**config.mk**
```make
export PLATFORM = sky130hd
export DESIGN_NAME = digit_entry_buffer
export DESIGN_NICKNAME = d
export VERILOG_FILES = /design/src/rtl/digit_entry_buffer.sv
export SDC_FILE = /design/constraint.sdc
export NUM_CORES = 1
export LEC_CHECK = 0
export CAP_MARGIN = 25
export CORE_MARGIN = 2
export CORE_UTILIZATION = 49
export DETAILED_ROUTE_END_ITERATION = 12
export GPL_TIMING_DRIVEN = 0
export PLACE_DENSITY = 0.77
export SLEW_MARGIN = 15
export SYNTH_ARGS = -nofsm -noshare
export SYNTH_HDL_FRONTEND = slang
export SYNTH_SLANG_ARGS = --single-unit
export TNS_END_PERCENT = 10
```
**constraint.sdc**
```tcl
create_clock -name clk -period 3.32 [get_ports clk]
set_input_delay 0.664 -clock clk [delete_from_list [all_inputs] [get_ports clk]]
set_output_delay 0.664 -clock clk [all_outputs]
set_load 0.05 [all_outputs]
```
**src/rtl/digit_entry_buffer.sv**
```systemverilog
// digit_entry_buffer: ordered DIGITS x DW digit entry (backspace, clear, range check) released via valid/ready commit; DIGIT_UNIQUE_EN refuses repeated digits
module digit_entry_buffer #(
  parameter int DIGITS = 4,
  parameter int DW = 4,
  parameter int unsigned MAX_DIGIT = 9,
  parameter logic [DW-1:0] INIT_VAL = {DW{1'b1}},
  localparam int CW = $clog2(DIGITS + 1)
) (
  input  logic                 clk,
  input  logic                 rst,
  input  logic                 ce,
  input  logic                 in_valid,
  input  logic [DW-1:0]        in_digit,
  input  logic                 in_back,
  input  logic                 in_clear,
  input  logic                 commit,
  input  logic                 out_ready,
  output logic [DIGITS*DW-1:0] out_digits,
  output logic                 out_valid,
  output logic [CW-1:0]        count,
  output logic                 full,
  output logic                 reject
);
  typedef enum logic [1:0] {FILL, FULL, HOLD} state_t;
  localparam logic [CW-1:0] LAST = CW'(DIGITS - 1);
  state_t state;
  logic dup, ok;
`ifdef DIGIT_UNIQUE_EN
  always_comb begin
    dup = 1'b0;
    for (int i = 0; i < DIGITS; i++)
      dup = dup | ((CW'(i) < count) && (out_digits[i*DW +: DW] == in_digit));
  end
`else
  assign dup = 1'b0;
`endif
  assign ok = (32'(in_digit) <= MAX_DIGIT) && !dup;
  always_ff @(posedge clk) begin
    if (rst) begin
      out_digits <= {DIGITS{INIT_VAL}};
      count <= '0;
      full <= 1'b0;
      out_valid <= 1'b0;
      reject <= 1'b0;
      state <= FILL;
    end else if (!ce) begin
      reject <= 1'b0;
    end else begin
      reject <= 1'b0;
      case (state)
        FILL, FULL: begin
          if (in_clear) begin
            out_digits <= {DIGITS{INIT_VAL}};
            count <= '0;
            full <= 1'b0;
            state <= FILL;
          end else if (in_back) begin
            if (count != '0) begin
              out_digits[(count - 1'b1)*DW +: DW] <= INIT_VAL;
              count <= count - 1'b1;
              full <= 1'b0;
              state <= FILL;
            end
          end else begin
            if (in_valid) begin
              if (state == FILL && ok) begin
                out_digits[count*DW +: DW] <= in_digit;
                count <= count + 1'b1;
                full <= count == LAST;
                state <= count == LAST ? FULL : FILL;
              end else begin
                reject <= 1'b1;
              end
            end else if (commit && state == FILL) begin
              reject <= 1'b1;
            end
            if (commit && state == FULL) begin
              out_valid <= 1'b1;
              state <= HOLD;
            end
          end
        end
        HOLD: begin
          if (out_ready) begin
            out_digits <= {DIGITS{INIT_VAL}};
            count <= '0;
            full <= 1'b0;
            out_valid <= 1'b0;
            state <= FILL;
          end else begin
            reject <= in_valid | in_back | commit;
          end
        end
        default: state <= FILL;
      endcase
    end
  end
endmodule

```
==> results of run 1 <==
==> where the power goes <==
part | leakage, nW | switching (mW) | total [mW] | internal [mW]
combinational | 0.467 | 0.0800 | 0.133 | 0.0531
sequential | 0.195 | 0.00496 | 0.296 | 0.291
clock | 0.0279 | 0.0895 | 0.212 | 0.122
total | 0.690 | 0.174 | 0.641 | 0.466
==> metal layers <==
| metal | part of all wire | global-route usage | wire [um] | vias up |
|---|---|---|---|---|
| met5 | 0 | 0 | 0 | - |
| met4 | 0.012 | 0.0598 | 43 | 0 |
| met3 | 0.067 | 0.0469 | 241 | 7 |
| met2 | 0.49 | 0.386 | 1770 | 58 |
| met1 | 0.43 | 0.306 | 1560 | 629 |
| li1 | - | - | - | 652 |
==> how the worst min path moves through the flow <==
stage,endpoint,slack (ns),from
floorplan,state[1],0.50,state[1]
global placement,full,0.44,full
detailed placement,full,0.47,full
CTS,full,0.48,full
global route,full,0.52,full
finish,full,0.48,full
==> area by class of cell <==
type,instances,share of cell area
plain buffers,4,0.0122
clock buffers,3,0.0122
clock inverters,1,0.0162
inverters,9,0.0183
multi-input cells,120,0.486
flip-flops and latches,24,0.260
well taps,31,0.0210
repair buffers,32,0.173
==> registers in the layout, indices dropped and copies added, names as in the netlist <==
register,cells
out_digits,16
out_valid,1
state,2
reject,1
full,1
count,3
==> worst register-to-register path, delay by kind of cell (launching register included) <==
kind,cells,cell delay (ns)
adder cells (fa/ha/maj),3,0.89
AO/OA/AOI/OAI,3,0.74
AND/OR/NAND/NOR,3,0.71
flip-flops,1,0.48
buffers and inverters,2,0.18
==> synthesized netlist by cell type (2+ instances only) <==
library cell  instances  area share
a21oi_1               6       0.021
a2bb2oi_1             7       0.043
clkbuf_1              3      0.0078
dfxtp_1              24        0.33
ha_1                  9       0.078
inv_1                 8       0.021
nand2_1              11       0.029
nand2b_1              6       0.026
nand3_1               8       0.028
nand3b_1              2       0.010
nand4_1               3       0.013
nor2_1               17       0.044
nor2_2                2      0.0087
nor2b_1               4       0.017
nor3_1                2      0.0070
o21ai_1               4       0.014
o32a_1                8       0.056
==> repair_timing <==
action                     4_1_cts  5_1_grt
gates resized for setup          0        1
hold endpoints to repair         0        0
setup endpoints to repair        0        4
==> cell families after synthesis <==
kind of cell / count (synthesis)
adders and majority gates: 10
AOI/OAI and AO/OA: 43
buffers and inverters: 13
xor gates and xnor gates: 2
and+or+nand+nor: 65
DFF: 24
==> impl_metrics.toml, run 1 <==
[layout]
post-route-util = 0.665
design_area_um2 = 1850
regArea_um2 = 482
drive_gt1_frac = 0.114
final_common_cell = "clkdlybuf4s50_1"
fin_nets = 216
nFillCells = 238
instances_no_fill = 224
antenna_cells = 0
final_cell_mix = "clkdlybuf4s50_1, dfxtp_1, nor2_1, nand2_1, ha_1"
area_growth_pct = 28.7
multi_input_area_um2 = 900

[logic_synthesis]
synth_edf_count = 0
ys_seq_area_frac = 0.334
yosys_register_bits = 24
synth_cells = 157
post_synth_mux_area_share = 0
synth-xor-area-share = 0.0174
synth_compound_area_frac = 0.266
yosys.area_share.simple = 0.251
synth_warnings = 0
ys_types = 50
postSynthAreaPerCell_um2 = 9.15
netlist_area_um2 = 1440
syn-num-nets = 179
synth_flop_cell = "dfxtp_1"
synth_top_family_by_area = "compound AO/OA/AOI/OAI gates"
synthArstFlopShare = 0
synth_fa_ha_area_frac = 0.0923

[sta]
finalSetupViolCount = 0
report.final.hold_viol_count = 0
drv_slew = 0
fmax_mhz = 327
clock_skew_ns = 0.0118
fin_crit_ns = 3.05
period_share = 0.920
hold-worst-slack_ns = 0.476
grt_setup_unrepaired = "no"
tightest_slew_ns = 0.538
finalWorstSetupSlack_ns = 0.265
fin_setup_tns_ns = 0
slew_headroom = 0.640

[placement]
place_area_um2 = 1800
gp_congestion = 0.861
dp_hpwl_um = 2710
port_buffers = 32
dp.cells = 220
detailedPlace.worstSlack_ns = 0.231

[grt]
grt_pass1_vias = 1298
grt_pass1_wl_um = 6090
grt_overflow = 0
antenna_found_initial = 0
grt.total_usage = 0.232
grt_max_degree = 15

[worst_setup_path]
path_max_fanout = 6
crit_path_start = "count[1]"
crit_type = "flop to flop"
critPathMaxStageDelay_ns = 0.48
worstPathCellList = "inv_1 -> ha_1 -> ha_1 -> and3_1 -> inv_1 -> ha_1 -> nor4bb_1 -> nand3b_1 -> a2111oi_2 -> o31ai_2 -> a2bb2oi_1"
endpoint = "out_digits[0]"
cp.required_ns = 3.57
r2r-start = "count[1]"
crit_slowest_cell = "dfxtp_1"
end_kind = "flop"
ff2ff_path_depth = 11
critPathLaunchType = "flop"
ff2ff_setup_slack_ns = 0.27
crit_top_cell = "ha_1"
r2r_end = "out_digits[0]"
worst_ep_arrival_time_ns = 3.31
cp.depth = 11
crit_family = "adder cells"
crit_buf_inv = 2

[clock_network]
cts_setup_buffers = 0
root_buffer = "clkbuf_4"
clockBufferDepth = 2
worst_skew_pair.late_latency_ns = 0.32
htree_levels = 1
path_clk_slew_ns = 0.14
cts_buffers = 3
cts.sinks = 24
tritoncts = "done"
cts-hold-fix-buffers = 0

[hold_path]
hold_path.class = "flop to flop"
holdPathStages = 2

[run]
maxCapViolations = 0

[detailed_routing]
drc = 0
firstDrtPassIters = 4
vias = 1346
avgRoutedWirePerCell_um = 16.1
drt_iter0_drc = 55
ant_nets = 0
finalWirelength_um = 3610
viasPerCell = 6.01

[floorplan]
design.core.area_um2 = 2780
die_h_um = 58.1
fp.dieW_um = 58.1
top_level_ports = 34
row_count = 19
initial_core_util = 0.516
die_area_um2 = 3380

[power_and_ir_drop]
total_power_mw = 0.641
peakVddDrop_mv = 0.432
p_leak_nw = 0.690
powerDensity_nw_per_um2 = 346

[status]
status = "completed"
(Power assumes the default switching activity.)
==> run 2, diff against run 1 <==
--- a/config.mk
+++ b/config.mk
@@ -7,10 +7,10 @@
 export LEC_CHECK = 0
 export CAP_MARGIN = 25
 export CORE_MARGIN = 2
-export CORE_UTILIZATION = 49
+export CORE_UTILIZATION = 44
+export CTS_CLUSTER_SIZE = 40
 export DETAILED_ROUTE_END_ITERATION = 12
-export GPL_TIMING_DRIVEN = 0
-export PLACE_DENSITY = 0.77
+export PLACE_DENSITY = 0.73
 export SLEW_MARGIN = 15
 export SYNTH_ARGS = -nofsm -noshare
 export SYNTH_HDL_FRONTEND = slang
==> constraint.sdc (replaced) <==
create_clock -name clk -period 2.68 [get_ports clk]
set_input_delay 0.536 -clock clk [delete_from_list [all_inputs] [get_ports clk]]
set_output_delay 0.536 -clock clk [all_outputs]
set_load 0.05 [all_outputs]
==> run 2 against run 1 <==
Net effect:
- non-clock buffer count increased by 2
- clock skew shrank 0.0095 ns
- wire length fell by 0.36%
- final area is 5.3% higher
- setup slack worse by 0.16 ns
- global-route usage fell by 1.4 points
- maximum frequency is 19% higher
- first-iteration DRC count grew 75%
- sequential cell count unchanged
- via count hardly changed
- power rose by 22%
- sequential share of layout area fell by 0.92 points
- highest routed layer unchanged
==> impl_metrics.toml, run 2 (synthesis results as in run 1) <==
[grt]
grt_pass1_wl_um = 6150
antenna_found_initial = 0
grt_max_degree = 26
grt_overflow = 0
grt_pass1_vias = 1380
grt.total_usage = 0.217

[clock_network]
worst_skew_pair.late_latency_ns = 0.32
clockBufferDepth = 2
cts-hold-fix-buffers = 0
htree_levels = 1
root_buffer = "clkbuf_4"
cts_buffers = 3
path_clk_slew_ns = 0.14
tritoncts = "done"
cts.sinks = 24

[worst_setup_path]
path_max_fanout = 4
critPathLaunchType = "flop"
crit_type = "flop to flop"
ff2ff_path_depth = 11
r2r_end = "out_digits[0]"
end_kind = "flop"
ff2ff_setup_slack_ns = 0.10
worst_ep_arrival_time_ns = 2.84
crit_path_start = "count[1]"
cp.required_ns = 2.94
endpoint = "out_digits[0]"
r2r-start = "count[1]"

[detailed_routing]
drc = 0
viasPerCell = 5.64
avgRoutedWirePerCell_um = 15.0
firstDrtPassIters = 4
ant_nets = 0
vias = 1347
drt_iter0_drc = 96
finalWirelength_um = 3590

[power_and_ir_drop]
powerDensity_nw_per_um2 = 401
p_leak_nw = 0.710
peakVddDrop_mv = 0.359

[layout]
drive_gt1_frac = 0.164
largest_registers = "out_digits x16, count x3, state x2"
top_register = "out_digits"
final_cell_mix = "clkdlybuf4s50_1, dfxtp_1, nor2_1, nand2_1"
final_common_cell = "clkdlybuf4s50_1"
largest_reg_flops = 16
area_growth_pct = 35.5
fin_nets = 218
antenna_cells = 0

[sta]
clock_skew_ns = 0.00230
drv_slew = 0
period_share = 0.962
report.final.hold_viol_count = 0
fmax_mhz = 388
finalWorstSetupSlack_ns = 0.102
grt_setup_unrepaired = "no"
slew_headroom = 0.645
finalSetupViolCount = 0
tightest_slew_ns = 0.531
fin_crit_ns = 2.58
fin_setup_tns_ns = 0

[placement]
dp_hpwl_um = 2730
port_buffers = 33
detailedPlace.worstSlack_ns = 0.0160
gp_congestion = 0.906

[floorplan]
design.core.area_um2 = 3080
row_count = 20
die_h_um = 61.1
top_level_ports = 34
fp.dieW_um = 61.1
die_area_um2 = 3740
initial_core_util = 0.467

[run]
maxCapViolations = 0

[hold_path]
hold_path.class = "flop to flop"

[status]
status = "completed"
[run 2: cell count changes in the layout (fill, tap and decap cells not counted), moves of 2 or more]
cell / previous run / this run
buf_4: 0 / 5
clkbuf_1: 3 / 0
dfxtp_1: 23 / 21
dfxtp_4: 0 / 2
ha_1: 9 / 6
ha_4: 0 / 2
[run 2: area by class of cell]
cell class / instances / area (um2)
clock buffer: 4 / 47.5
fill: 264 / 1130
inverter: 9 / 33.8
multi-input combinational: 120 / 953
sequential: 24 / 489
tap: 44 / 55.1
timing repair buffer: 38 / 368
[run 2: through the flow]
stage,instances,total power [mW],cell area (um2),hold slack (ns),utilization
2_1_floorplan,157,0.482,1450,0.503,-
5_1_grt,239,0.813,1950,0.515,0.633
3_3_place_gp,234,0.536,1840,0.438,0.597
3_5_place_dp,234,0.541,1840,0.459,0.597
6_report,239,0.780,1950,0.472,0.633
4_1_cts,239,0.784,1950,0.480,0.633
[run 2: power by group]
group	internal, mW	switching [mW]
Combinational	0.0786	0.109
Clock	0.114	0.117
Sequential	0.360	0.00236
[run 2: repair_timing]
item / 4_1_cts / 5_1_grt
buffers inserted: 1 / 0
pin swaps: 5 / 1
endpoints found under the setup margin: 4 / 4
resized for setup: 6 / 0
[run 2: worst max-delay path: stages (launching register included)]
cell and delay, ns:
dfxtp_4 0.38, inv_1 0.06, ha_2 0.19, ha_4 0.27
and3_4 0.19, inv_1 0.06, ha_4 0.21, nor4bb_1 0.29
nand3b_1 0.18, a2111oi_4 0.40, o31ai_4 0.12, a2bb2oi_1 0.17
[run 2: how the worst min path moves through the flow]
stage / slack [ns] / cells after the start / from / to
after floorplan: 0.50 / 2 / state[1] / state[1]
after global placement: 0.44 / 2 / full / full
after detailed placement: 0.46 / 2 / full / full
after CTS: 0.48 / 2 / full / full
after global routing: 0.51 / 2 / full / full
final: 0.47 / 2 / full / full
[run 2: layer usage]
layer / track usage / wire [um] / vias up
met3: 0.0441 / 162 / 6
met4: 0.0714 / 55 / 0
li1: - / - / 657
met5: 0 / 0 / -
met1: 0.290 / 1630 / 647
met2: 0.353 / 1740 / 37
==> run 3, diff against run 2 <==
--- a/config.mk
+++ b/config.mk
@@ -6,11 +6,13 @@
 export NUM_CORES = 1
 export LEC_CHECK = 0
 export CAP_MARGIN = 25
+export CELL_PAD_IN_SITES_DETAIL_PLACEMENT = 1
+export CELL_PAD_IN_SITES_GLOBAL_PLACEMENT = 2
 export CORE_MARGIN = 2
-export CORE_UTILIZATION = 44
+export CORE_UTILIZATION = 32
 export CTS_CLUSTER_SIZE = 40
 export DETAILED_ROUTE_END_ITERATION = 12
-export PLACE_DENSITY = 0.73
+export PLACE_DENSITY = 0.83
 export SLEW_MARGIN = 15
 export SYNTH_ARGS = -nofsm -noshare
 export SYNTH_HDL_FRONTEND = slang
==> constraint.sdc (replaced) <==
create_clock -name clk -period 3.02 [get_ports clk]
set_input_delay 0.604 -clock clk [delete_from_list [all_inputs] [get_ports clk]]
set_output_delay 0.604 -clock clk [all_outputs]
set_load 0.05 [all_outputs]
==> run 3 against run 2 <==
Net effect:
- wire length rose by 12%
- sequential power fell by 11%
- cell count rose by 2.1%
- clock-buffer cell count fell by 1
==> impl_metrics.toml, run 3 (synthesis results as in run 1) <==
[worst_setup_path]
crit_type = "flop to flop"
cp.required_ns = 3.23
critPathLaunchType = "flop"
path_max_fanout = 6
end_kind = "flop"
worst_ep_arrival_time_ns = 3.08

[sta]
fin_crit_ns = 2.88
fin_setup_tns_ns = 0
drv_slew = 0
period_share = 0.953
grt_setup_unrepaired = "no"
slew_headroom = 0.593
finalSetupViolCount = 0
tightest_slew_ns = 0.608
clock_skew_ns = 0.00484
finalWorstSetupSlack_ns = 0.143
report.final.hold_viol_count = 0
fmax_mhz = 348

[grt]
antenna_found_initial = 0
grt_max_degree = 26
grt_pass1_wl_um = 6770
grt_pass1_vias = 1347
grt_overflow = 0
grt.total_usage = 0.167

[clock_network]
htree_levels = 1
tritoncts = "done"
path_clk_slew_ns = 0.09
cts-hold-fix-buffers = 0
worst_skew_pair.late_latency_ns = 0.27
clockBufferDepth = 2
cts.sinks = 24
cts_setup_buffers = 0
root_buffer = "clkbuf_8"
cts_buffers = 3

[detailed_routing]
drt_iter0_drc = 35
finalWirelength_um = 4030
avgRoutedWirePerCell_um = 16.5
viasPerCell = 5.39
drc = 0
vias = 1314
firstDrtPassIters = 4
ant_nets = 0

[floorplan]
top_level_ports = 34
fp.dieW_um = 71.0
design.core.area_um2 = 4320
row_count = 24
die_area_um2 = 5040
initial_core_util = 0.332
die_h_um = 71.0

[layout]
largest_reg_flops = 16
antenna_cells = 0
top_register = "out_digits"
regArea_um2 = 482
multi_input_area_um2 = 941
final_cell_mix = "clkdlybuf4s50_1, dfxtp_1, nor2_1, nand2_1"
nFillCells = 502
largest_registers = "out_digits x16, count x3, state x2"
instances_no_fill = 244
fin_nets = 215
final_common_cell = "clkdlybuf4s50_1"
drive_gt1_frac = 0.141
area_growth_pct = 34.9

[placement]
dp.cells = 240
gp_congestion = 0.789
port_buffers = 33
dp_hpwl_um = 3120
detailedPlace.worstSlack_ns = 0.0997

[power_and_ir_drop]
powerDensity_nw_per_um2 = 398
p_leak_nw = 0.702
peakVddDrop_mv = 0.267

[run]
maxCapViolations = 0

[hold_path]
hold_path.class = "flop to flop"

[status]
status = "completed"
## run 3: per-layer routing
metal  vias to the layer above  track usage  wire (um)
met1                       644        0.219       1850
li1                        650            -          -
met2                        16        0.283       2050
met5                         -            0          0
met4                         0       0.0629         48
met3                         4       0.0171         77
## run 3: final cells by class
class                   count  area share
clock inverters             1      0.0155
flip-flops and latches     24       0.249
well taps                  52      0.0336
inverters                   9      0.0174
clock buffers               3      0.0213
multi-input cells         120       0.485
repair buffers             35       0.178
## run 3: power by group
group	total, mW	internal (mW)	switching, mW	leakage, nW
clock	0.291	0.177	0.114	0.0357
combinational	0.158	0.0624	0.0960	0.471
sequential	0.322	0.319	0.00276	0.195
total	0.772	0.559	0.213	0.702
## run 3: worst paths after layout
path,start,to,slack [ns],cells past startpoint
hold reg to reg,full,full,0.48,2
setup / recovery,count[1],out_digits[0],0.14,11
hold / removal,full,full,0.48,2
setup reg to reg,count[1],out_digits[0],0.14,11
## run 3: timing repair
item	in CTS	in global routing
gates resized for setup	0	7
setup endpoints to repair	0	4
hold endpoints to repair	0	0
## run 3: metrics by stage
stage	hold WS [ns]	total power, mW	utilization	instance area (um2)
4_1_cts	0.477	0.773	0.438	1900
5_1_grt	0.532	0.807	0.448	1940
3_3_place_gp	0.438	0.475	0.422	1820
6_report	0.475	0.772	0.448	1940
3_5_place_dp	0.460	0.480	0.422	1820
2_1_floorplan	0.503	0.428	-	1440
## run 3: worst max-delay path, cell delays in order, from the launching register on
cell and delay [ns]:
dfxtp_2 0.39, inv_1 0.09, ha_1 0.20, ha_2 0.39, and3_4 0.21, inv_1 0.04
ha_1 0.30, nor4bb_2 0.26, nand3b_1 0.17, a2111oi_4 0.45, o31ai_4 0.14, a2bb2oi_1 0.16
